==> src/rtl/time_keeper.sv <==
// time_keeper: 24-hour BCD time-of-day counter with a button-driven set/alarm
// mode FSM and a one-cycle alarm pulse.
module time_keeper #(
    parameter logic [7:0] ALM_H_RST = 8'h07,
    parameter logic [7:0] ALM_M_RST = 8'h00
) (
    input  logic       clk_in,
    input  logic       rst,
    input  logic       tick_en,
    input  logic       btn_mode,
    input  logic       btn_inc,
    input  logic       alarm_en,
    output logic [7:0] hour_bcd,
    output logic [7:0] min_bcd,
    output logic [7:0] sec_bcd,
    output logic [7:0] alm_h_bcd,
    output logic [7:0] alm_m_bcd,
    output logic [2:0] mode,
    output logic       alarm_hit
);
    typedef enum logic [2:0] {
        RUN   = 3'd0,
        SET_H = 3'd1,
        SET_M = 3'd2,
        ALM_H = 3'd3,
        ALM_M = 3'd4
    } mode_t;

    mode_t      state, state_nxt;
    logic       step, inc, hit_pend, hit_nxt;
    logic [7:0] hour_nxt, min_nxt, sec_nxt, alm_h_nxt, alm_m_nxt;

    // Two-digit BCD increment that wraps to 00 after lim.
    function automatic logic [7:0] bcd_inc(input logic [7:0] v, input logic [7:0] lim);
        return (v == lim) ? 8'h00 :
               (v[3:0] == 4'd9) ? {v[7:4] + 4'd1, 4'd0} : {v[7:4], v[3:0] + 4'd1};
    endfunction

    assign step = tick_en && (state == RUN || state == ALM_H || state == ALM_M);
    assign inc  = btn_inc && !btn_mode;

    assign sec_nxt   = (state == SET_M && btn_mode) ? 8'h00 :
                       step ? bcd_inc(sec_bcd, 8'h59) : sec_bcd;
    assign min_nxt   = ((step && sec_bcd == 8'h59) || (inc && state == SET_M)) ?
                       bcd_inc(min_bcd, 8'h59) : min_bcd;
    assign hour_nxt  = ((step && min_bcd == 8'h59 && sec_bcd == 8'h59) || (inc && state == SET_H)) ?
                       bcd_inc(hour_bcd, 8'h23) : hour_bcd;
    assign alm_h_nxt = (inc && state == ALM_H) ? bcd_inc(alm_h_bcd, 8'h23) : alm_h_bcd;
    assign alm_m_nxt = (inc && state == ALM_M) ? bcd_inc(alm_m_bcd, 8'h59) : alm_m_bcd;

    // Only a tick-driven advance can arm the alarm; it fires one cycle later.
    assign hit_nxt = step && alarm_en && sec_nxt == 8'h00 &&
                     hour_nxt == alm_h_nxt && min_nxt == alm_m_nxt;

    always_comb begin
        case (state)
            RUN:     state_nxt = btn_mode ? SET_H : RUN;
            SET_H:   state_nxt = btn_mode ? SET_M : SET_H;
            SET_M:   state_nxt = btn_mode ? ALM_H : SET_M;
            ALM_H:   state_nxt = btn_mode ? ALM_M : ALM_H;
            ALM_M:   state_nxt = btn_mode ? RUN   : ALM_M;
            default: state_nxt = RUN;
        endcase
    end

    always_ff @(posedge clk_in or posedge rst) begin
        if (rst) begin
            state     <= RUN;
            hour_bcd  <= 8'h00;
            min_bcd   <= 8'h00;
            sec_bcd   <= 8'h00;
            alm_h_bcd <= ALM_H_RST;
            alm_m_bcd <= ALM_M_RST;
            hit_pend  <= 1'b0;
            alarm_hit <= 1'b0;
        end else begin
            state     <= state_nxt;
            hour_bcd  <= hour_nxt;
            min_bcd   <= min_nxt;
            sec_bcd   <= sec_nxt;
            alm_h_bcd <= alm_h_nxt;
            alm_m_bcd <= alm_m_nxt;
            hit_pend  <= hit_nxt;
            alarm_hit <= hit_pend;
        end
    end

    assign mode = state;
endmodule

==> config.mk <==
export PLATFORM = sky130hd
export DESIGN_NAME = time_keeper
export DESIGN_NICKNAME = d
export VERILOG_FILES = /design/src/rtl/time_keeper.sv
export SDC_FILE = /design/constraint.sdc
export NUM_CORES = 1
export LEC_CHECK = 0
export BUFFER_PORTS_ARGS = -buffer_cell sky130_fd_sc_hd__buf_2
export CORE_MARGIN = 2
export CORE_UTILIZATION = 57
export DETAILED_ROUTE_END_ITERATION = 7
export MAX_ROUTING_LAYER = met4
export PLACE_DENSITY = 0.8
export SKIP_LAST_GASP = 1
export SLEW_MARGIN = 0
export SYNTH_ARGS = -nofsm -noshare
export SYNTH_HDL_FRONTEND = slang
export SYNTH_SLANG_ARGS = --single-unit
==> constraint.sdc <==
create_clock -name clk_in -period 3.4 [get_ports clk_in]
set_input_delay 0.68 -clock clk_in [delete_from_list [all_inputs] [get_ports clk_in]]
set_output_delay 0.68 -clock clk_in [all_outputs]
set_load 0.01 [all_outputs]
# --- Word-level counts from Yosys, hierarchy flattened ---
# Index checks and enable logic that the tools add are counted.
classes:
  muxes: 22
  shift: 0
  bitwise: 0
  n_div: 0
  multipliers: 0
  n_reduce_logical: 21
  n_addsub: 10
  n_eq_ne: 16
  magnitude_cmp: 0
ops:
  columns: ["op", "count"]
  rows:
  - ["$mux W8", 16]
  - ["$add A4 B1 Y4 const B", 10]
  - ["$eq A8 B7 Y1 const B", 3]
  - ["$eq A4 B4 Y1 const B", 5]
  - ["$eq A8 B6 Y1 const B", 2]
  - ["$eq A8 B8 Y1", 2]
  - ["$pmux W3 S5", 1]
  - ["$logic_and A1 B1 Y1", 14]
  - ["$logic_not A8 Y1", 1]
  - ["$eq A3 B2 Y1 const B", 2]
  - ["$mux W3", 2]
  - ["$logic_or A1 B1 Y1", 4]
  - ["$eq A3 B1 Y1 const B", 1]
  - ["$eq A3 B3 Y1 const B", 1]
  - ["$logic_not A3 Y1", 1]
  - ["$mux W1", 2]
  - ["$mux W2", 1]
  - ["$logic_not A1 Y1", 1]
word_totals:
  latchBits: 0
  romBits: 0
  elab_cells: 77
  mem_bits_rw: 0
  reg_bits: 45
  input_bits: 6
  memories: 0

# --- Depth between registers and ports, before layout ---
# Gate-level depths: netlist of the first run.
logic_depth:
  word_depth: 11
  depth_mapped: 10
  ltp_nobuf: 9

# --- Worst setup path before layout of the first run ---
# OpenSTA, ideal clock, no wires.
synth_path:
  kind: "input to register"
  start: "input port btn_mode"
  end: "register hit_pend"
  path_slack_ns: 0.718
  t_required_ns: 3.304
  stages: 8
  arrival_time_ns: 2.586
  cell_sequence: "or3b_1 buf_6 nor2_8 o21ai_2 mux2_4 xor2_1 or4_4 nor4_2"
synth_via:
  word_cells_on_any_way: 20
  classes_between: "eq/ne (2); mux (5); reduce/logical (13)"
synth_lines:
  columns: ["item", "line", "rtl"]
  rows:
  - ["from (decl)", "10", "input logic btn_mode,"]
  - ["$logic_not A1 Y1", "40", "assign inc = btn_inc && !btn_mode;"]
  - ["$logic_and A1 B1 Y1", "40", null]
  - ["$logic_and A1 B1 Y1", "44", "assign min_nxt = ((step && sec_bcd == 8'h59) || (inc && state == SET_M)) ?"]
  - ["$logic_or A1 B1 Y1", "44", null]
  - ["$mux W8", "44", null]
  - ["net min_nxt[5]", "31", "logic [7:0] hour_nxt, min_nxt, sec_nxt, alm_h_nxt, alm_m_nxt;"]
  - ["$eq A8 B8 Y1", "53", "hour_nxt == alm_h_nxt && min_nxt == alm_m_nxt;"]
  - ["$logic_and A1 B1 Y1", "53", null]
  - ["net hit_nxt", "30", "logic step, inc, hit_pend, hit_nxt;"]
  - ["to (signal assigned)", "83", "hit_pend <= hit_nxt;"]
  - ["to (decl)", "30", null]
# The timed path passes the listed nets, and every way through them passes these cells.

# --- Worst setup path in the final report of the first run ---
layout_path:
  start: "register alm_h_bcd[0]"
  end: "register hit_pend"
layout_via:
  elab_chain_cells: 7
  word_cells_on_any_way: 9
  classes_between: "add/sub (1); eq/ne (3); mux (3); reduce/logical (2)"
layout_rtl:
  columns: ["item", "line", "rtl"]
  rows:
  - ["from (decl)", "16", "output logic [7:0] alm_h_bcd,"]
  - ["from (signal assigned)", "81", "alm_h_bcd <= alm_h_nxt;"]
  - ["$add A4 B1 Y4 or $eq A4 B4 Y1 (tied branches)", "36", "(v[3:0] == 4'd9) ? {v[7:4] + 4'd1, 4'd0} : {v[7:4], v[3:0] + 4'd1};"]
  - ["$mux W8", "36", null]
  - ["$mux W8", "35", "return (v == lim) ? 8'h00 :"]
  - ["$mux W8 (*)", "48", "assign alm_h_nxt = (inc && state == ALM_H) ? bcd_inc(alm_h_bcd, 8'h23) : alm_h_bcd;"]
  - ["$eq A8 B8 Y1 (*)", "53", null]
  - ["$logic_and A1 B1 Y1 (*)", "52", "assign hit_nxt = step && alarm_en && sec_nxt == 8'h00 &&"]
  - ["$logic_and A1 B1 Y1 (*)", "53", null]
  - ["net hit_nxt", "30", null]
# Mark *: on every way through the listed nets, which the timed path passes. The rest lies on a longest branch.

==> results of run 1 <==
state kept, by name, indices dropped and copies added (netlist names):
signal,flops
alarm_hit,1
alm_h_bcd,8
alm_m_bcd,8
hit_pend,1
hour_bcd,8
min_bcd,8
mode,3
sec_bcd,8
metrics by stage:
| step | hold slack [ps] | utilization (%) | setup slack, ps |
|---|---|---|---|
| after floorplan | 331.2 | - | 718.3 |
| after global placement | 390.1 | 66.59 | 258.0 |
| after detailed placement | 385.5 | 66.59 | 210.7 |
| after CTS | 331.8 | 68.55 | 346.8 |
| after global routing | 359.8 | 68.55 | 121.8 |
| final | 329.2 | 68.55 | 305.1 |
per-layer routing:
metal	global-route usage, %	share of wire [%]
met5	-	0
met4	8.571	1.5
met3	4.535	5.7
met2	41.64	49
met1	33.43	44
Yosys cell counts (6+ instances only):
library cell | number | share of area, %
nand2b_1 | 7 | 1.4
o211ai_1 | 8 | 1.9
and3b_1 | 8 | 2.3
nand4_1 | 8 | 1.6
nor2_1 | 27 | 3.3
inv_1 | 18 | 2.2
a21oi_1 | 13 | 2.1
mux2_2 | 7 | 2.5
o31ai_1 | 6 | 1.4
xor2_1 | 9 | 2.5
ha_1 | 20 | 8.0
o21ai_0 | 18 | 2.9
nor3_1 | 6 | 0.97
nand3_1 | 14 | 2.3
xnor2_1 | 8 | 2.3
dfrtp_1 | 42 | 34
nand2_1 | 15 | 1.8
mux2i_1 | 6 | 1.9
logic make-up after synthesis:
family,count (synthesis),share of synthesized area (%)
mux,14,4.948
buf+inv,26,3.580
flops,45,36.32
simple gates,122,23.98
xor+xnor,17,4.787
fa+ha+maj,20,8.045
compound gates,82,18.34
power by group:
group	switching, mW	leakage (nW)	internal (mW)	total (mW)
sequential	0.211	0.561	0.677	0.889
combinational	0.681	1.07	0.493	1.17
clock	0.178	0.0542	0.184	0.362
worst reg2reg max path: stages, from the launching register on:
cell       delay [ps]
dfstp_2           600
ha_1              210
nand4bb_1         140
o31ai_1           570
o31a_1            320
xnor2_1           110
a2111oi_0         540
nand4b_1          230
nor4_2            300
path summary, 6_finish.rpt:
kind,startpoint,cells past startpoint,to,slack (ps)
setup / recovery,alm_h_bcd[0],8,hit_pend,310
hold / removal,rst,2,alm_m_bcd[3],330
setup reg to reg,alm_h_bcd[0],8,hit_pend,310
hold reg to reg,hit_pend,0,alarm_hit,410
max in group asynchronous,rst,3,alm_h_bcd[2],2300
min in group clk_in,hit_pend,0,alarm_hit,410
layout make-up:
type,count,area (µm²),share of cell area [%]
sequential,45,1130,31.86
clock buffer,7,96.34,2.717
tap,70,87.58,2.470
clock inverter,1,5.005,0.1411
inverter,18,67.56,1.905
timing repair buffer,55,290.3,8.186
multi-input combinational,255,1869,52.72
==> results by group, run 1 <==
Status
  • Outcome: finished, final reports clean

Worst setup path
  • Delay-heaviest family, CP: compound AO/OA/AOI/OAI gates
  • Crit path DAT: 3300 ps
  • Slowest stage delay, CP: 600 ps
  • Cell Chain, Critical Path: ha_1 -> nand4bb_1 -> o31ai_1 -> o31a_1 -> xnor2_1 -> a2111oi_0 -> nand4b_1 -> nor4_2
  • Crit path kind: flip-flop to flip-flop
  • Slowest-stage cell, CP: dfstp_2
  • Critical Path Start Type: flip-flop
  • Worst-path fanout max: 6
  • CP bufs+invs: 0
  • CP endpoint kind: flip-flop
  • CP required: 3600 ps

Logic synthesis
  • Yosys reg bits: 45
  • Post-synth EDFFs: 0
  • Async SR Flop Fraction: 100.0%
  • Post-Syn Instances: 326
  • Synth Net Count: roughly 350
  • Syn Area/Cell: 9.541 µm²
  • Yosys warning count: 0
  • Synth Flop Type: dfrtp_1
  • Syn Std Cell Area: 3110 µm²
  • Unique masters post-synth: 70
  • Post-synthesis sequential area ratio: 36.32%

Clock network
  • Clock Sinks: 45
  • CTS tree: done
  • TritonCTS Buffers: 5
  • H-tree depth: 2
  • CTS Hold Bufs: 0
  • Post_cts resized: 0
  • Postcts setup bufs: 0
  • Root buf cell: clkbuf_8
  • Clock Latency Late Sink: approximately 300 ps
  • CTS Buffer Depth: 2
  • Clock transition at path regs: 90 ps

Finish
  • Number of diodes: 0
  • Post-route cell area: ~3500 µm²
  • Fill cells: 430
  • Most common cell after layout, fill and taps aside: buf_2
  • Layout Nets: 406
  • Post-Layout Cell Count: 451
  • Layout Area Growth over Synthesis: 14.00%
  • Most frequent cells in the layout: buf_2, dfrtp_1, nor2_1, ha_1, o21ai_0
  • Share of cells above drive strength 1: a little under a quarter

Global route
  • Number of global-route vias before repair: approximately 2,600
  • Initial antenna violation count: 0
  • Largest net degree at the start of global routing: 33
  • Global-route wire length before repair: 12,120 µm
  • Tot GR Track Use: around 26%
  • GRT Residual Overflow: 0

STA
  • Slew at the pin with the worst max-slew slack: 813.7 ps
  • RSZ-0062 raised after global routing: false
  • Final Cycle Share: 91.03%
  • Crit path time final: 3095 ps
  • Max-slew violations: 0
  • Final setup vio count: 0
  • Final Skew: 11.87 ps
  • Setup TNS: 0 ps
  • Achievable Freq: 0.3231 GHz
  • Hold Violations, Final: 0
  • Slew HR: between 40% and 50%

Detailed routing
  • Antenna-violating nets left: 0
  • Final WL: 7175 µm
  • DRT iter0 DRCs: 218
  • Drc violations: 0
  • Detailed-route via count: 2,674
  • Vias per cell: 5.929
  • Routed length per instance: 15.91 µm
  • Drt first pass iters: 5

Min path
  • Min-Delay Path Class: input pin to asynchronous set/reset pin

Floorplanning
  • Die W: about 78 µm
  • Standard-cell rows: 26
  • Area of the die: 6064 µm²
  • Starting density of the core: about 60%
  • Die H: roughly 78 µm
  • Top Ports: 50
  • Core area: 5172 µm²

Power
  • Leakage dissipation: ~1.7 nW
  • Pwr Total: 2.424 mW
  • Max IR drop VDD: ~350 µV
  • PwrDens: 683.6 nW/µm²

Flow run
  • Max-Cap Viols: 0

Placement
  • Area post-placement: 3445 µm²
  • Dpl cells: 443
  • # port buffers: 49
  • Final HPWL DP: 5540 µm
  • GPL Wtd Cong: between 0.9 and 1
No activity file was read; power rests on OpenSTA's default activity.
==> run 2, diff against run 1 <==
--- a/config.mk
+++ b/config.mk
@@ -9,6 +9,7 @@
 export CORE_MARGIN = 2
 export CORE_UTILIZATION = 57
 export DETAILED_ROUTE_END_ITERATION = 7
+export GPL_TIMING_DRIVEN = 0
 export MAX_ROUTING_LAYER = met4
 export PLACE_DENSITY = 0.8
 export SKIP_LAST_GASP = 1
==> results by group, run 2 (same netlist as run 1, synthesis figures left out) <==
Status
  • Outcome: finished, final reports clean

Global route
  • Tot GR Track Use: between 20% and 30%
  • Global-route wire length before repair: 12,290 µm
  • GRT Residual Overflow: 0
  • Initial antenna violation count: 0
  • Number of global-route vias before repair: approximately 2,700
  • Largest net degree at the start of global routing: 27

Worst setup path
  • Critical Path Start Type: flip-flop
  • Crit path kind: flip-flop to flip-flop
  • Worst-path fanout max: 10
  • Worst r2r dst: hit_pend
  • Crit path DAT: 3310 ps
  • Cell count of the worst reg-to-reg path: 9
  • CP required: between 3000 and 4000 ps
  • CP endpoint kind: flip-flop
  • R2r startpoint: sec_bcd[4]
  • Worst reg2reg setup slack: 300 ps

STA
  • Final Cycle Share: approximately 90%
  • Final setup vio count: 0
  • Setup TNS: 0 ps
  • Worst hold slack: between 300 and 400 ps
  • Hold Violations, Final: 0
  • Crit path time final: 3098 ps
  • Slew at the pin with the worst max-slew slack: a little over 600 ps
  • RSZ-0062 raised after global routing: false
  • Max-slew violations: 0
  • Slew HR: between 50 and 60%
  • Final WS setup: approximately 300 ps
  • Final Skew: roughly 6 ps
  • Achievable Freq: roughly 0.32 GHz

Detailed routing
  • Drt first pass iters: 6
  • Antenna-violating nets left: 0
  • Vias per cell: around 6.2
  • DRT iter0 DRCs: around 180
  • Final WL: ~7400 µm
  • Drc violations: 0
  • Detailed-route via count: approximately 2,800
  • Routed length per instance: around 16 µm

Power
  • PwrDens: 677.1 nW/µm²
  • Pwr Total: 2.404 mW
  • Leakage dissipation: 1.675 nW
  • Max IR drop VDD: 433.8 µV

Clock network
  • Clock Sinks: 45
  • H-tree depth: 2
  • Root buf cell: clkbuf_8
  • Post_cts resized: 0
  • Clock transition at path regs: 90 ps
  • CTS Hold Bufs: 0
  • TritonCTS Buffers: 5
  • CTS tree: done
  • Postcts setup bufs: 0
  • CTS Buffer Depth: 2
  • Clock Latency Late Sink: just over 300 ps

Floorplanning
  • Top Ports: 50
  • Area of the die: 6064 µm²
  • Standard-cell rows: 26
  • Core area: 5172 µm²
  • Starting density of the core: 60.14%
  • Die H: roughly 80 µm
  • Die W: 77.87 µm

Finish
  • Layout Area Growth over Synthesis: 14.16%
  • Layout Nets: 409
  • Share of cells above drive strength 1: between 20% and 30%
  • Most frequent cells in the layout: buf_2, dfrtp_1, nor2_1, ha_1, o21ai_0
  • Number of diodes: 0
  • Fill cells: 439
  • Most common cell after layout, fill and taps aside: buf_2
  • Post-Layout Cell Count: 454

Placement
  • # port buffers: 49
  • Final HPWL DP: between 5000 and 6000 µm
  • GPL Wtd Cong: 0.9450
  • Dpl cells: about 450
  • Dpl ws: around 270 ps

Min path
  • Min-Delay Endpoint: alarm_hit
  • Hold Startpoint: hit_pend
  • Hold path depth: 0
  • Min-Delay Path Class: flip-flop to flip-flop

Flow run
  • Max-Cap Viols: 0
## run 2: cell type report
cell class	count	area [µm²]	share of cell area [%]
clock inverters	2	15.01	0.4228
clock buffers	6	72.57	2.044
plain buffers	8	43.79	1.233
repair buffers	50	265.3	7.470
well taps	70	87.58	2.467
flip-flops and latches	45	1130	31.82
multi-input cells	255	1869	52.64
inverters	18	67.56	1.903
## run 2: how the worst max path moves through the flow
stage | slack (ps) | startpoint | cells after the start | end
CTS | 320 | sec_bcd[4] | 9 | hit_pend
global placement | 280 | btn_inc | 9 | hit_pend
finish | 300 | sec_bcd[4] | 9 | hit_pend
detailed placement | 270 | btn_inc | 9 | hit_pend
floorplan | 720 | btn_mode | 8 | hit_pend
global route | 110 | sec_bcd[4] | 9 | hit_pend
## run 2: through the flow
stage / util, % / instance area (µm²)
global route: 68.65 / 3551
floorplan: - / 3110
global placement: 66.57 / 3443
CTS: 68.65 / 3551
finish: 68.65 / 3551
detailed placement: 66.96 / 3463
## run 2: critical path, stage by stage, from the launching register on
cell	delay, ps
dfrtp_1	470
ha_1	180
and3b_1	240
clkbuf_1	410
nand3_1	230
o211ai_1	230
o221ai_1	230
xor2_1	240
or4_4	490
nor4_2	280
## run 2: report_power, final
| part | switching, mW | leakage (nW) | total, mW | internal [mW] |
|---|---|---|---|---|
| Sequential | 0.223 | 0.561 | 0.900 | 0.677 |
| Combinational | 0.670 | 1.08 | 1.16 | 0.492 |
| Clock | 0.197 | 0.0374 | 0.343 | 0.145 |
| Total | 1.09 | 1.67 | 2.40 | 1.31 |
## run 2: per-layer routing
metal  wire, µm  part of all wire (%)  up-vias  track usage [%]
met5          0                     0        -                -
met4        101                   1.4        0            7.500
met3        459                   6.2       11            4.302
met2       3586                    49      109            42.41
met1       3209                    44     1342            33.21
li1           -                     -     1331                -
==> run 3, diff against run 2 <==
--- a/config.mk
+++ b/config.mk
@@ -6,12 +6,11 @@
 export NUM_CORES = 1
 export LEC_CHECK = 0
 export BUFFER_PORTS_ARGS = -buffer_cell sky130_fd_sc_hd__buf_2
-export CORE_MARGIN = 2
-export CORE_UTILIZATION = 57
+export CORE_UTILIZATION = 60
 export DETAILED_ROUTE_END_ITERATION = 7
 export GPL_TIMING_DRIVEN = 0
 export MAX_ROUTING_LAYER = met4
-export PLACE_DENSITY = 0.8
+export PLACE_DENSITY = 0.84
 export SKIP_LAST_GASP = 1
 export SLEW_MARGIN = 0
 export SYNTH_ARGS = -nofsm -noshare
==> constraint.sdc (replaced) <==
create_clock -name clk_in -period 3.9 [get_ports clk_in]
set_input_delay 0.78 -clock clk_in [delete_from_list [all_inputs] [get_ports clk_in]]
set_output_delay 0.78 -clock clk_in [all_outputs]
set_load 0.01 [all_outputs]
==> results by group, run 3 (same netlist as run 1, synthesis figures left out) <==
STA
  • Final Skew: 9.461 ps
  • RSZ-0062 raised after global routing: false
  • Final setup vio count: 0
  • Slew at the pin with the worst max-slew slack: between 700 and 800 ps
  • Final Cycle Share: between 80 and 90%
  • Setup TNS: 0 ps
  • Final WS setup: approximately 770 ps
  • Achievable Freq: 0.3194 GHz
  • Slew HR: a little over half
  • Worst hold slack: between 300 and 400 ps
  • Crit path time final: 3131 ps
  • Hold Violations, Final: 0
  • Max-slew violations: 0

Global route
  • Largest net degree at the start of global routing: 30
  • Number of global-route vias before repair: between 2,000 and 2,500
  • Tot GR Track Use: between 20 and 30%
  • Initial antenna violation count: 0
  • Global-route wire length before repair: approximately 12,000 µm
  • GRT Residual Overflow: 0

Detailed routing
  • Drc violations: 0
  • Final WL: 7172 µm
  • Detailed-route via count: 2,775
  • DRT iter0 DRCs: 247
  • Routed length per instance: 15.90 µm
  • Vias per cell: 6.153
  • Drt first pass iters: 5
  • Antenna-violating nets left: 0

Finish
  • Layout Area Growth over Synthesis: 15.08%
  • Post-layout util: 73.83%
  • Number of diodes: 0
  • Most common cell after layout, fill and taps aside: buf_2
  • Post-Layout Cell Count: ~450
  • Share of cells above drive strength 1: roughly 23%
  • Most frequent cells in the layout: buf_2, dfrtp_1, nor2_1, ha_1, o21ai_0
  • Layout Nets: about 410
  • Post-route cell area: around 3600 µm²

Worst setup path
  • Slowest-stage cell, CP: o31ai_1
  • Cell Chain, Critical Path: ha_1 -> nand4bb_1 -> o31ai_1 -> nand2b_1 -> mux2_2 -> xor2_1 -> or4_4 -> nor4_2
  • Crit path from: alm_h_bcd[0]
  • Crit path DAT: 3340 ps
  • Delay-heaviest family, CP: simple AND/OR/NAND/NOR gates
  • CP endpoint kind: flip-flop
  • CP bufs+invs: 0
  • Slowest stage delay, CP: a little over 600 ps
  • Crit path kind: flip-flop to flip-flop
  • R2r startpoint: alm_h_bcd[0]
  • CP required: 4110 ps
  • Worst-path fanout max: 6
  • Critical Path Start Type: flip-flop

Flow run
  • Max-Cap Viols: 0

Clock network
  • Post_cts resized: 0
  • Clock Sinks: 45
  • CTS tree: done
  • Postcts setup bufs: 0
  • CTS Hold Bufs: 0
  • Clock Latency Late Sink: 300 ps
  • TritonCTS Buffers: 5
  • H-tree depth: 2
  • Clock transition at path regs: 80 ps
  • Root buf cell: clkbuf_8
  • CTS Buffer Depth: 2

Power
  • Leakage dissipation: 1.695 nW
  • Sequential power share: roughly 36%
  • Switching Share: 43.47%
  • Clk pwr share: 17.1%
  • Pwr Total: ~2.2 mW
  • Int Power: around 1.2 mW
  • Switching power: 0.9435 mW
  • PwrDens: 606.3 nW/µm²
  • Max IR drop VDD: about 440 µV
  • Comb pwr share: 46.5%

Floorplanning
  • Die W: 74 µm
  • Starting density of the core: 64.15%
  • Standard-cell rows: 25
  • Core area: just under 5000 µm²
  • Die H: between 70 and 80 µm
  • Top Ports: 50
  • Area of the die: 5476 µm²

Placement
  • Dpl cells: ~440
  • Final HPWL DP: between 5000 and 6000 µm
  • Area post-placement: 3460 µm²
  • GPL Wtd Cong: roughly 0.9
  • # port buffers: 49
  • Dpl ws: between 600 and 700 ps

Min path
  • Min-Delay Path Class: flip-flop to flip-flop
  • Hold Startpoint: hit_pend

Status
  • Outcome: finished, final reports clean
[run 3: cell count changes in the layout (fill, tap and decap cells not counted), sizes merged]
cell      before  now
bufinv         0    1
clkinvlp       2    1
[run 3: worst register-to-register path: cells and delay by family (launching register included)]
kind                       cells  cell delay (ps)
AOI/OAI and AO/OA              1              610
xor gates and xnor gates       1              150
DFF                            1              600
adders and majority gates      1              210
and+or+nand+nor                4             1150
muxes                          1              340
[run 3: layout make-up]
class	count	area (µm²)
fill	366	1269
timing repair buffer	50	265.3
buffer	8	43.79
clock buffer	6	82.58
tap	67	83.83
inverter	18	67.56
multi-input combinational	255	1869
sequential	45	1130
clock inverter	2	37.54
[run 3: path summary, 6_finish.rpt]
check	to	slack [ps]	cells after the start
max	hit_pend	770	8
min	alarm_hit	380	0
max reg2reg	hit_pend	770	8
min reg2reg	alarm_hit	380	0
max in group asynchronous	alm_h_bcd[0]	2900	3
min in group asynchronous	min_bcd[4]	440	2
[run 3: power groups by stage]
stage / registers [mW] / clock network (mW) / logic, mW
2_1_floorplan: 0.804 / 0 / 0.662
3_3_place_gp: 0.780 / 0 / 0.968
3_5_place_dp: 0.790 / 0 / 0.985
4_1_cts: 0.783 / 0.376 / 1.00
5_1_grt: 0.814 / 0.393 / 1.12
6_report: 0.790 / 0.372 / 1.01
[run 3: routing by layer]
metal	track usage, %	up-vias	part of all wire (%)
met3	4.065	12	4.8
met5	-	-	0
met4	7.051	0	1.3
met1	41.58	1333	47
met2	43.43	94	47
li1	-	1336	-
